$ cat config.mk
export PLATFORM = sky130hd
export DESIGN_NAME = mem_access_unit_flat
export DESIGN_NICKNAME = d
export VERILOG_FILES = /design/src/rtl/mem_access_unit_if.sv /design/src/rtl/mem_access_unit.sv /design/src/flat_wrapper.sv
export SDC_FILE = /design/constraint.sdc
export NUM_CORES = 1
export LEC_CHECK = 0
export BUFFER_PORTS_ARGS = -buffer_cell sky130_fd_sc_hd__buf_2
export CAP_MARGIN = 10
export CORE_MARGIN = 2
export CORE_UTILIZATION = 43
export CTS_BUF_LIST = sky130_fd_sc_hd__clkbuf_8
export CTS_CLUSTER_SIZE = 8
export DETAILED_ROUTE_END_ITERATION = 16
export HOLD_SLACK_MARGIN = 0.15
export PLACE_DENSITY = 0.77
export SYNTH_ARGS = -nofsm -noshare
export SYNTH_HDL_FRONTEND = slang
export SYNTH_SLANG_ARGS = --single-unit
$ cat constraint.sdc
create_clock -name clk_i -period 1.25 [get_ports clk_i]
set_clock_uncertainty 0.05 [all_clocks]
set_input_delay 0.125 -clock clk_i [delete_from_list [all_inputs] [get_ports clk_i]]
set_output_delay 0.125 -clock clk_i [all_outputs]
set_load 0.05 [all_outputs]
$ cat src/rtl/mem_access_unit_if.sv
// Data-memory port of the MEM stage: req/ack handshake with address, write data and read data.
// The master side (mem_access_unit) drives the request; the slave side is the memory.
interface mem_access_unit_if #(
    parameter int DATA_W = 32
) ();
    logic              mem_req_o;
    logic              mem_we_o;
    logic [DATA_W-1:0] mem_addr_o;
    logic [DATA_W-1:0] mem_wdata_o;
    logic              mem_ack_i;
    logic [DATA_W-1:0] mem_rdata_i;

    modport master (
        output mem_req_o, mem_we_o, mem_addr_o, mem_wdata_o,
        input  mem_ack_i, mem_rdata_i
    );

    modport slave (
        input  mem_req_o, mem_we_o, mem_addr_o, mem_wdata_o,
        output mem_ack_i, mem_rdata_i
    );
endinterface

$ cat src/rtl/mem_access_unit.sv
// MEM stage of the 5-stage core: turns EX/MEM load/store into a req/ack memory access, stalls upstream
// until it completes, and doubles as the MEM/WB register. Define MEM_TIMEOUT_EN to abort stuck accesses.
module mem_access_unit #(
    parameter int DATA_W = 32
`ifdef MEM_TIMEOUT_EN
    , parameter int MAX_WAIT = 15
`endif
) (
    input  logic              clk_i,
    input  logic              rst_i,
    input  logic              RegWrite_i,
    input  logic              MemtoReg_i,
    input  logic              MemRead_i,
    input  logic              MemWrite_i,
    input  logic [DATA_W-1:0] ALU_result_i,
    input  logic [DATA_W-1:0] Write_Data_i,
    input  logic [4:0]        RD_addr_i,
    mem_access_unit_if.master mem,
    output logic              stall_o,
    output logic              misalign_o,
    output logic              RegWrite_o,
    output logic              MemtoReg_o,
    output logic [DATA_W-1:0] ALU_result_o,
    output logic [DATA_W-1:0] Read_Data_o,
    output logic [4:0]        RD_addr_o
`ifdef MEM_TIMEOUT_EN
    , output logic            timeout_o
`endif
);

    typedef enum logic {
        S_IDLE,
        S_WAIT
    } state_t;

    state_t            r_state;
    state_t            w_state_nxt;
    logic              w_access;
    logic              w_aligned;
    logic              w_start;
    logic              w_done;
    logic              w_stall;
    logic              w_misalign;
    logic              w_capture;
    logic [DATA_W-1:0] r_addr;
    logic [DATA_W-1:0] r_wdata;
    logic              r_we;
    logic              r_misalign;
    logic              r_regwrite;
    logic              r_memtoreg;
    logic [DATA_W-1:0] r_alu_result;
    logic [DATA_W-1:0] r_read_data;
    logic [4:0]        r_rd_addr;

    assign w_access  = MemRead_i | MemWrite_i;
    assign w_aligned = (ALU_result_i[1:0] == 2'b00);

`ifdef MEM_TIMEOUT_EN
    localparam int CNT_W = ($clog2(MAX_WAIT + 1) < 4) ? 4 : $clog2(MAX_WAIT + 1);

    logic [CNT_W-1:0] r_cnt;
    logic             w_abort;
    logic             r_timeout;

    // Abort on the WAIT cycle whose missing ack would bring the count to MAX_WAIT; an ack there still wins.
    assign w_abort = (r_state == S_WAIT) && !mem.mem_ack_i && (r_cnt == CNT_W'(MAX_WAIT - 1));

    always_ff @(posedge clk_i) begin
        if (!rst_i) begin
            r_cnt     <= '0;
            r_timeout <= 1'b0;
        end else begin
            r_timeout <= w_abort;
            if (w_start) begin
                r_cnt <= '0;
            end else if ((r_state == S_WAIT) && !mem.mem_ack_i) begin
                r_cnt <= r_cnt + CNT_W'(1);
            end
        end
    end

    assign timeout_o = r_timeout;
`endif

    // NOTE: sequential state uses non-blocking assignments so every register samples pre-edge values.
    always_ff @(posedge clk_i) begin
        if (!rst_i) begin
            r_state <= S_IDLE;
        end else begin
            r_state <= w_state_nxt;
        end
    end

    // NOTE: every signal gets a default before the case so no path leaves one unassigned (no latches).
    always_comb begin
        w_state_nxt = r_state;
        w_start     = 1'b0;
        w_done      = 1'b0;
        w_stall     = 1'b0;
        w_misalign  = 1'b0;
        case (r_state)
            S_IDLE: begin
                if (w_access) begin
                    if (w_aligned) begin
                        w_start     = 1'b1;
                        w_stall     = 1'b1;
                        w_state_nxt = S_WAIT;
                    end else begin
                        w_misalign  = 1'b1;
                    end
                end
            end
            S_WAIT: begin
                if (mem.mem_ack_i) begin
                    w_done      = 1'b1;
                    w_state_nxt = S_IDLE;
                end
`ifdef MEM_TIMEOUT_EN
                else if (w_abort) begin
                    w_state_nxt = S_IDLE;
                end
`endif
                else begin
                    w_stall = 1'b1;
                end
            end
            default: w_state_nxt = S_IDLE;
        endcase
    end

    // MEM/WB takes a real instruction only when it leaves MEM without error; everything else is a bubble.
    assign w_capture = ((r_state == S_IDLE) && !w_access) || w_done;

    always_ff @(posedge clk_i) begin
        if (!rst_i) begin
            r_addr  <= '0;
            r_wdata <= '0;
            r_we    <= 1'b0;
        end else if (w_start) begin
            r_addr  <= ALU_result_i;
            r_wdata <= Write_Data_i;
            r_we    <= MemWrite_i;
        end
    end

    always_ff @(posedge clk_i) begin
        if (!rst_i) begin
            r_misalign   <= 1'b0;
            r_regwrite   <= 1'b0;
            r_memtoreg   <= 1'b0;
            r_alu_result <= '0;
            r_read_data  <= '0;
            r_rd_addr    <= '0;
        end else begin
            r_misalign <= w_misalign;
            if (w_capture) begin
                r_regwrite   <= RegWrite_i;
                r_memtoreg   <= MemtoReg_i;
                r_alu_result <= ALU_result_i;
                r_rd_addr    <= RD_addr_i;
                if (w_done && !r_we) begin
                    r_read_data <= mem.mem_rdata_i;
                end
            end else begin
                r_regwrite <= 1'b0;
                r_memtoreg <= 1'b0;
            end
        end
    end

    assign stall_o         = rst_i & w_stall;
    assign mem.mem_req_o   = (r_state == S_WAIT);
    assign mem.mem_we_o    = r_we;
    assign mem.mem_addr_o  = r_addr;
    assign mem.mem_wdata_o = r_wdata;
    assign misalign_o      = r_misalign;
    assign RegWrite_o      = r_regwrite;
    assign MemtoReg_o      = r_memtoreg;
    assign ALU_result_o    = r_alu_result;
    assign Read_Data_o     = r_read_data;
    assign RD_addr_o       = r_rd_addr;

endmodule

$ cat src/flat_wrapper.sv
// flat-port wrapper written by rule: the top's interface ports become plain ports
module mem_access_unit_flat 
#(
    parameter int DATA_W = 32

)
  (clk_i, rst_i, RegWrite_i, MemtoReg_i, MemRead_i, MemWrite_i, ALU_result_i, Write_Data_i, RD_addr_i, stall_o, misalign_o, RegWrite_o, MemtoReg_o, ALU_result_o, Read_Data_o, RD_addr_o, mem_mem_req_o, mem_mem_we_o, mem_mem_addr_o, mem_mem_wdata_o, mem_mem_ack_i, mem_mem_rdata_i);
  mem_access_unit_if #(.DATA_W(DATA_W)) mem_i ();
  input  logic clk_i;
  input  logic rst_i;
  input  logic RegWrite_i;
  input  logic MemtoReg_i;
  input  logic MemRead_i;
  input  logic MemWrite_i;
  input  logic [DATA_W-1:0] ALU_result_i;
  input  logic [DATA_W-1:0] Write_Data_i;
  input  logic [4:0] RD_addr_i;
  output logic stall_o;
  output logic misalign_o;
  output logic RegWrite_o;
  output logic MemtoReg_o;
  output logic [DATA_W-1:0] ALU_result_o;
  output logic [DATA_W-1:0] Read_Data_o;
  output logic [4:0] RD_addr_o;
  output wire logic [$bits(mem_i.mem_req_o)-1:0] mem_mem_req_o;
  output wire logic [$bits(mem_i.mem_we_o)-1:0] mem_mem_we_o;
  output wire logic [$bits(mem_i.mem_addr_o)-1:0] mem_mem_addr_o;
  output wire logic [$bits(mem_i.mem_wdata_o)-1:0] mem_mem_wdata_o;
  input wire logic [$bits(mem_i.mem_ack_i)-1:0] mem_mem_ack_i;
  input wire logic [$bits(mem_i.mem_rdata_i)-1:0] mem_mem_rdata_i;
  assign mem_mem_req_o = mem_i.mem_req_o;
  assign mem_mem_we_o = mem_i.mem_we_o;
  assign mem_mem_addr_o = mem_i.mem_addr_o;
  assign mem_mem_wdata_o = mem_i.mem_wdata_o;
  assign mem_i.mem_ack_i = mem_mem_ack_i;
  assign mem_i.mem_rdata_i = mem_mem_rdata_i;
  mem_access_unit #(.DATA_W(DATA_W)) u_core (.clk_i(clk_i), .rst_i(rst_i), .RegWrite_i(RegWrite_i), .MemtoReg_i(MemtoReg_i), .MemRead_i(MemRead_i), .MemWrite_i(MemWrite_i), .ALU_result_i(ALU_result_i), .Write_Data_i(Write_Data_i), .RD_addr_i(RD_addr_i), .mem(mem_i), .stall_o(stall_o), .misalign_o(misalign_o), .RegWrite_o(RegWrite_o), .MemtoReg_o(MemtoReg_o), .ALU_result_o(ALU_result_o), .Read_Data_o(Read_Data_o), .RD_addr_o(RD_addr_o));
endmodule
==> results of run 1 <==
-- per-stage QoR --
stage               util (%)  cells  setup slack (ns)
floorplan                  -    562            -0.170
global placement        56.1    932           -0.0227
detailed placement      56.1    932           -0.0929
-- logic make-up after synthesis --
family	synth area share [%]
buffers and inverters	5.02
AOI/OAI and AO/OA	5.76
muxes	18.8
DFF	52.3
and+or+nand+nor	18.1
==> impl_metrics.csv, run 1 <==
group,metric,value,unit
place,place_congestion,0.735,
run_status,lastStage,"4_1_cts",
run_status,status,"aborted with a tool error",
logic_synthesis,yosysTopAreaCell,"dfxtp_1",
logic_synthesis,yosys_warnings,0,
logic_synthesis,syn_inst,562,
floorplanning,ios,247,
logic_synthesis,synth_ff_type,"dfxtp_1",
logic_synthesis,syn-num-nets,670,
logic_synthesis,ys_types,24,
clocking,cts_root_buf,"clkbuf_8",
floorplanning,fp.dieH,115,um
clocking,cts_sinks,138,
logic_synthesis,synth_area,5280,um2
logic_synthesis,yosysSeqAreaShare,52.3,%
place,placed_area,6740,um2
clocking,clockBufferDepth,2,
place,portBuffers,246,
clocking,cts_resized,67,
logic_synthesis,synth.area.top_cells,"dfxtp_1 (52%), mux2i_1 (19%), nand2_1 (17%), a21boi_0 (2.7%), a21boi_1 (1.8%)",
clocking,cts_buffers,17,
floorplanning,row_count,40,
logic_synthesis,synth_common_cells,"nand2_1 (233), dfxtp_1 (138), mux2i_1 (99)",
logic_synthesis,ys_ff_latch,138,
logic_synthesis,synth_top_area_share,52.3,%
clocking,h-tree-depth,4,
place,hpwl,9340,um
run_status,error,"[ERROR RSZ-0060] Max buffer count reached.",
logic_synthesis,synth_area_per_cell,9.39,um2
logic_synthesis,async_flop_share,0,%
clocking,cts_hold_buffers,195,
clocking,post-cts-setup-buffers,7,
floorplanning,fp.dieW,115,um
logic_synthesis,synth_enable_flop_cells,0,
floorplanning,initial_core_util,43.9,%
logic_synthesis,yosysMostFrequentCell,"nand2_1",
==> run 2, diff against run 1 <==
--- a/config.mk
+++ b/config.mk
@@ -8,12 +8,9 @@
 export BUFFER_PORTS_ARGS = -buffer_cell sky130_fd_sc_hd__buf_2
 export CAP_MARGIN = 10
 export CORE_MARGIN = 2
-export CORE_UTILIZATION = 43
-export CTS_BUF_LIST = sky130_fd_sc_hd__clkbuf_8
-export CTS_CLUSTER_SIZE = 8
+export CORE_UTILIZATION = 33
 export DETAILED_ROUTE_END_ITERATION = 16
-export HOLD_SLACK_MARGIN = 0.15
-export PLACE_DENSITY = 0.77
+export PLACE_DENSITY_LB_ADDON = 0.15
 export SYNTH_ARGS = -nofsm -noshare
 export SYNTH_HDL_FRONTEND = slang
 export SYNTH_SLANG_ARGS = --single-unit
==> constraint.sdc (replaced) <==
create_clock -name clk_i -period 1.6 [get_ports clk_i]
set_clock_uncertainty 0.05 [all_clocks]
set_input_delay 0.16 -clock clk_i [delete_from_list [all_inputs] [get_ports clk_i]]
set_output_delay 0.16 -clock clk_i [all_outputs]
set_load 0.05 [all_outputs]
==> run 2 against run 1 <==
Net effect: the flow now finishes without violations; synthesized cell count unchanged; synthesized area unchanged.
==> impl_metrics.csv, run 2 <==
group,metric,value,unit
hold_path,min_from,"MemWrite_i",
floorplanning,fp.dieH,130,um
pwr,vdd_ir_drop_max,0.648,mV
pwr,p_leak,4.25,nW
global_routing,grt_pass1_wl,22500,um
logic_synthesis,synth_common_cells,"nand2_1 (233), dfxtp_1 (138), mux2i_1 (99)",
clocking,clockBufferDepth,2,
global_routing,grt_usage,16.8,%
floorplanning,die_area,17000,um2
finish,area_growth,60.7,%
logic_synthesis,synth_enable_flop_cells,0,
clocking,cts_tree,"yes",
detailed_routing,vias,4915,
logic_synthesis,ys_types,24,
detailed_routing,ant_nets,0,
pwr,p_int,0.00675,W
logic_synthesis,yosys_warnings,0,
place,place_congestion,0.754,
setup_path,worstPathCellList,"buf_4, o211a_4, buf_6",
timing,rsz0062_at_grt,"no",
setup_path,cp-end-kind,"primary output",
logic_synthesis,async_flop_share,0,%
logic_synthesis,syn-num-nets,670,
logic_synthesis,synth_area,5280,um2
run_status,status,"completed",
timing,hold_viol,0,
logic_synthesis,yosysTopAreaCell,"dfxtp_1",
pwr,clkPwrFrac,42.6,%
setup_path,cp_slowest_stage_delay,0.37,ns
pwr,power_density,1090,nW/um2
floorplanning,row_count,46,
clocking,cts_root_buf,"clkbuf_16",
finish,nets,1020,
clocking,cts_buffers,17,
clocking,cts_sinks,138,
timing,fmax,653,MHz
place,hpwl,9850,um
timing,fin_setup_tns,0,ns
floorplanning,ios,247,
floorplanning,initial_core_util,33.5,%
hold_path,hold_path_class,"in2reg",
clocking,clk_pin_slew,0.06,ns
setup_path,crit_path_max_fanout,4,
detailed_routing,post_drt_wl_per_cell,13.2,um
timing,post-route-period-util,95.7,%
global_routing,grt_overflow,0,
setup_path,start_kind,"register",
setup_path,timing.rr.start,"u_core.mem.mem_req_o$_SDFF_PN0_",
pwr,power,0.00927,W
timing,setup_viol,0,
setup_path,cp_slowest_cell,"dfxtp_4",
pwr,power_frac_seq,39.7,%
timing,slew_violations,0,
finish,fin_util,53.8,%
logic_synthesis,syn_inst,562,
finish,stdcell_count,1141,
place,portBuffers,246,
place,dp_cells,996,
clocking,h-tree-depth,4,
pwr,combPwrFrac,17.7,%
logic_synthesis,synth.area.top_cells,"dfxtp_1 (52%), mux2i_1 (19%), nand2_1 (17%), a21boi_0 (2.7%), a21boi_1 (1.8%)",
setup_path,critPathKind,"reg2out",
detailed_routing,drcViolationCount,0,
setup_path,path_buf_inv,2,
job,drv_cap,0,
setup_path,crit_path_start,"u_core.mem.mem_req_o$_SDFF_PN0_",
setup_path,arrival,1.32,ns
finish,final_common_cell,"buf_2",
setup_path,cpLargestDelayFamily,"flip-flops",
detailed_routing,dr.pass1.iters,4,
logic_synthesis,yosysSeqAreaShare,52.3,%
finish,diodes,0,
detailed_routing,vias_per_cell,4.31,
detailed_routing,routed_wl,15100,um
global_routing,grt_max_degree,60,
logic_synthesis,synth_top_area_share,52.3,%
pwr,switching_share,27.1,%
timing,min_period,1.53,ns
floorplanning,coreArea,15800,um2
floorplanning,fp.dieW,130,um
global_routing,grt_pass1_vias,4604,
detailed_routing,first_iter_violations,143,
finish,filler_cell_count,1468,
finish,mostFrequentLayoutCells,"buf_2 (244), nand2_1 (233), dfxtp_1 (137), dlygate4sd3_1 (103), mux2i_1 (98)",
finish,final_layout_size_suffix_gt1_share,33.3,%
logic_synthesis,synth_area_per_cell,9.39,um2
logic_synthesis,yosysMostFrequentCell,"nand2_1",
pwr,p_switching,0.00251,W
global_routing,antenna_found_initial,0,
clocking,clk_latency,0.41,ns
setup_path,required,1.39,ns
logic_synthesis,ys_ff_latch,138,
timing,relSlewSlack,74.4,%
timing,worstMarginPinSlew,0.383,ns
logic_synthesis,synth_ff_type,"dfxtp_1",
run 2: cell counts after synthesis:
Identical to the previous run, type by type.
run 2: area by class of cell:
cell class,count,area [um2],area share [%]
clock buffers,26,519,6.12
clock inverters,6,83.8,0.988
multi-input cells,382,2290,27.0
flip-flops and latches,138,2770,32.6
well taps,216,270,3.19
repair buffers,373,2550,30.1
run 2: logic make-up after synthesis:
| logic type | share of synthesized area (%) |
|---|---|
| AO/OA/AOI/OAI | 5.76 |
| buffers and inverters | 5.02 |
| multiplexers | 18.8 |
| flip-flops | 52.3 |
| AND/OR/NAND/NOR | 18.1 |
run 2: stage by stage:
step,hold WS [ns],cell area (um2),setup slack [ns]
after floorplan,0.245,5290,0.0301
after global placement,0.349,6730,0.180
after detailed placement,0.355,6730,0.0947
after CTS,0.0379,8400,0.0322
after global routing,0.0675,8480,0.00380
final,0.0790,8480,0.0694
run 2: final timing paths:
path / endpoint / slack [ns] / cells past startpoint
max: stall_o / 0.07 / 3
min: u_core.mem.mem_we_o$_SDFFE_PN0P_ / 0.08 / 2
max reg2reg: u_core.mem.mem_wdata_o[29]$_SDFFE_PN0P_ / 0.08 / 5
min reg2reg: u_core.Read_Data_o[20]$_SDFFE_PN0P_ / 0.40 / 2
run 2: layer usage:
layer  track usage [%]  part of all wire, %
met5                 0                    0
met4              6.57                  1.4
met3              5.94                  7.4
met2              27.7                   48
met1              20.2                   43
run 2: power groups by stage:
stage | logic [W] | clock network [W] | registers [W]
2_1_floorplan | 0.000443 | 0 | 0.00432
3_3_place_gp | 0.00139 | 0 | 0.00375
3_5_place_dp | 0.00141 | 0 | 0.00375
4_1_cts | 0.00162 | 0.00406 | 0.00368
5_1_grt | 0.00174 | 0.00419 | 0.00370
6_report | 0.00164 | 0.00394 | 0.00368
run 2: what timing repair did:
action | in CTS | in global routing
cloned | 0 | 1
resized for setup | 4 | 3
hold buffers | 103 | 0
endpoints found under the hold margin | 133 | 0
pin swaps | 0 | 1
buffers inserted | 3 | 6
setup endpoints to repair | 1 | 13
run 2: worst register-to-register path, delay by kind of cell (launching register included):
family	cells	cell delay [ns]
flops	1	0.37
compound gates	1	0.24
buf+inv	2	0.35
mux	1	0.22
simple gates	1	0.22
Power figures use the tool's default switching activity.
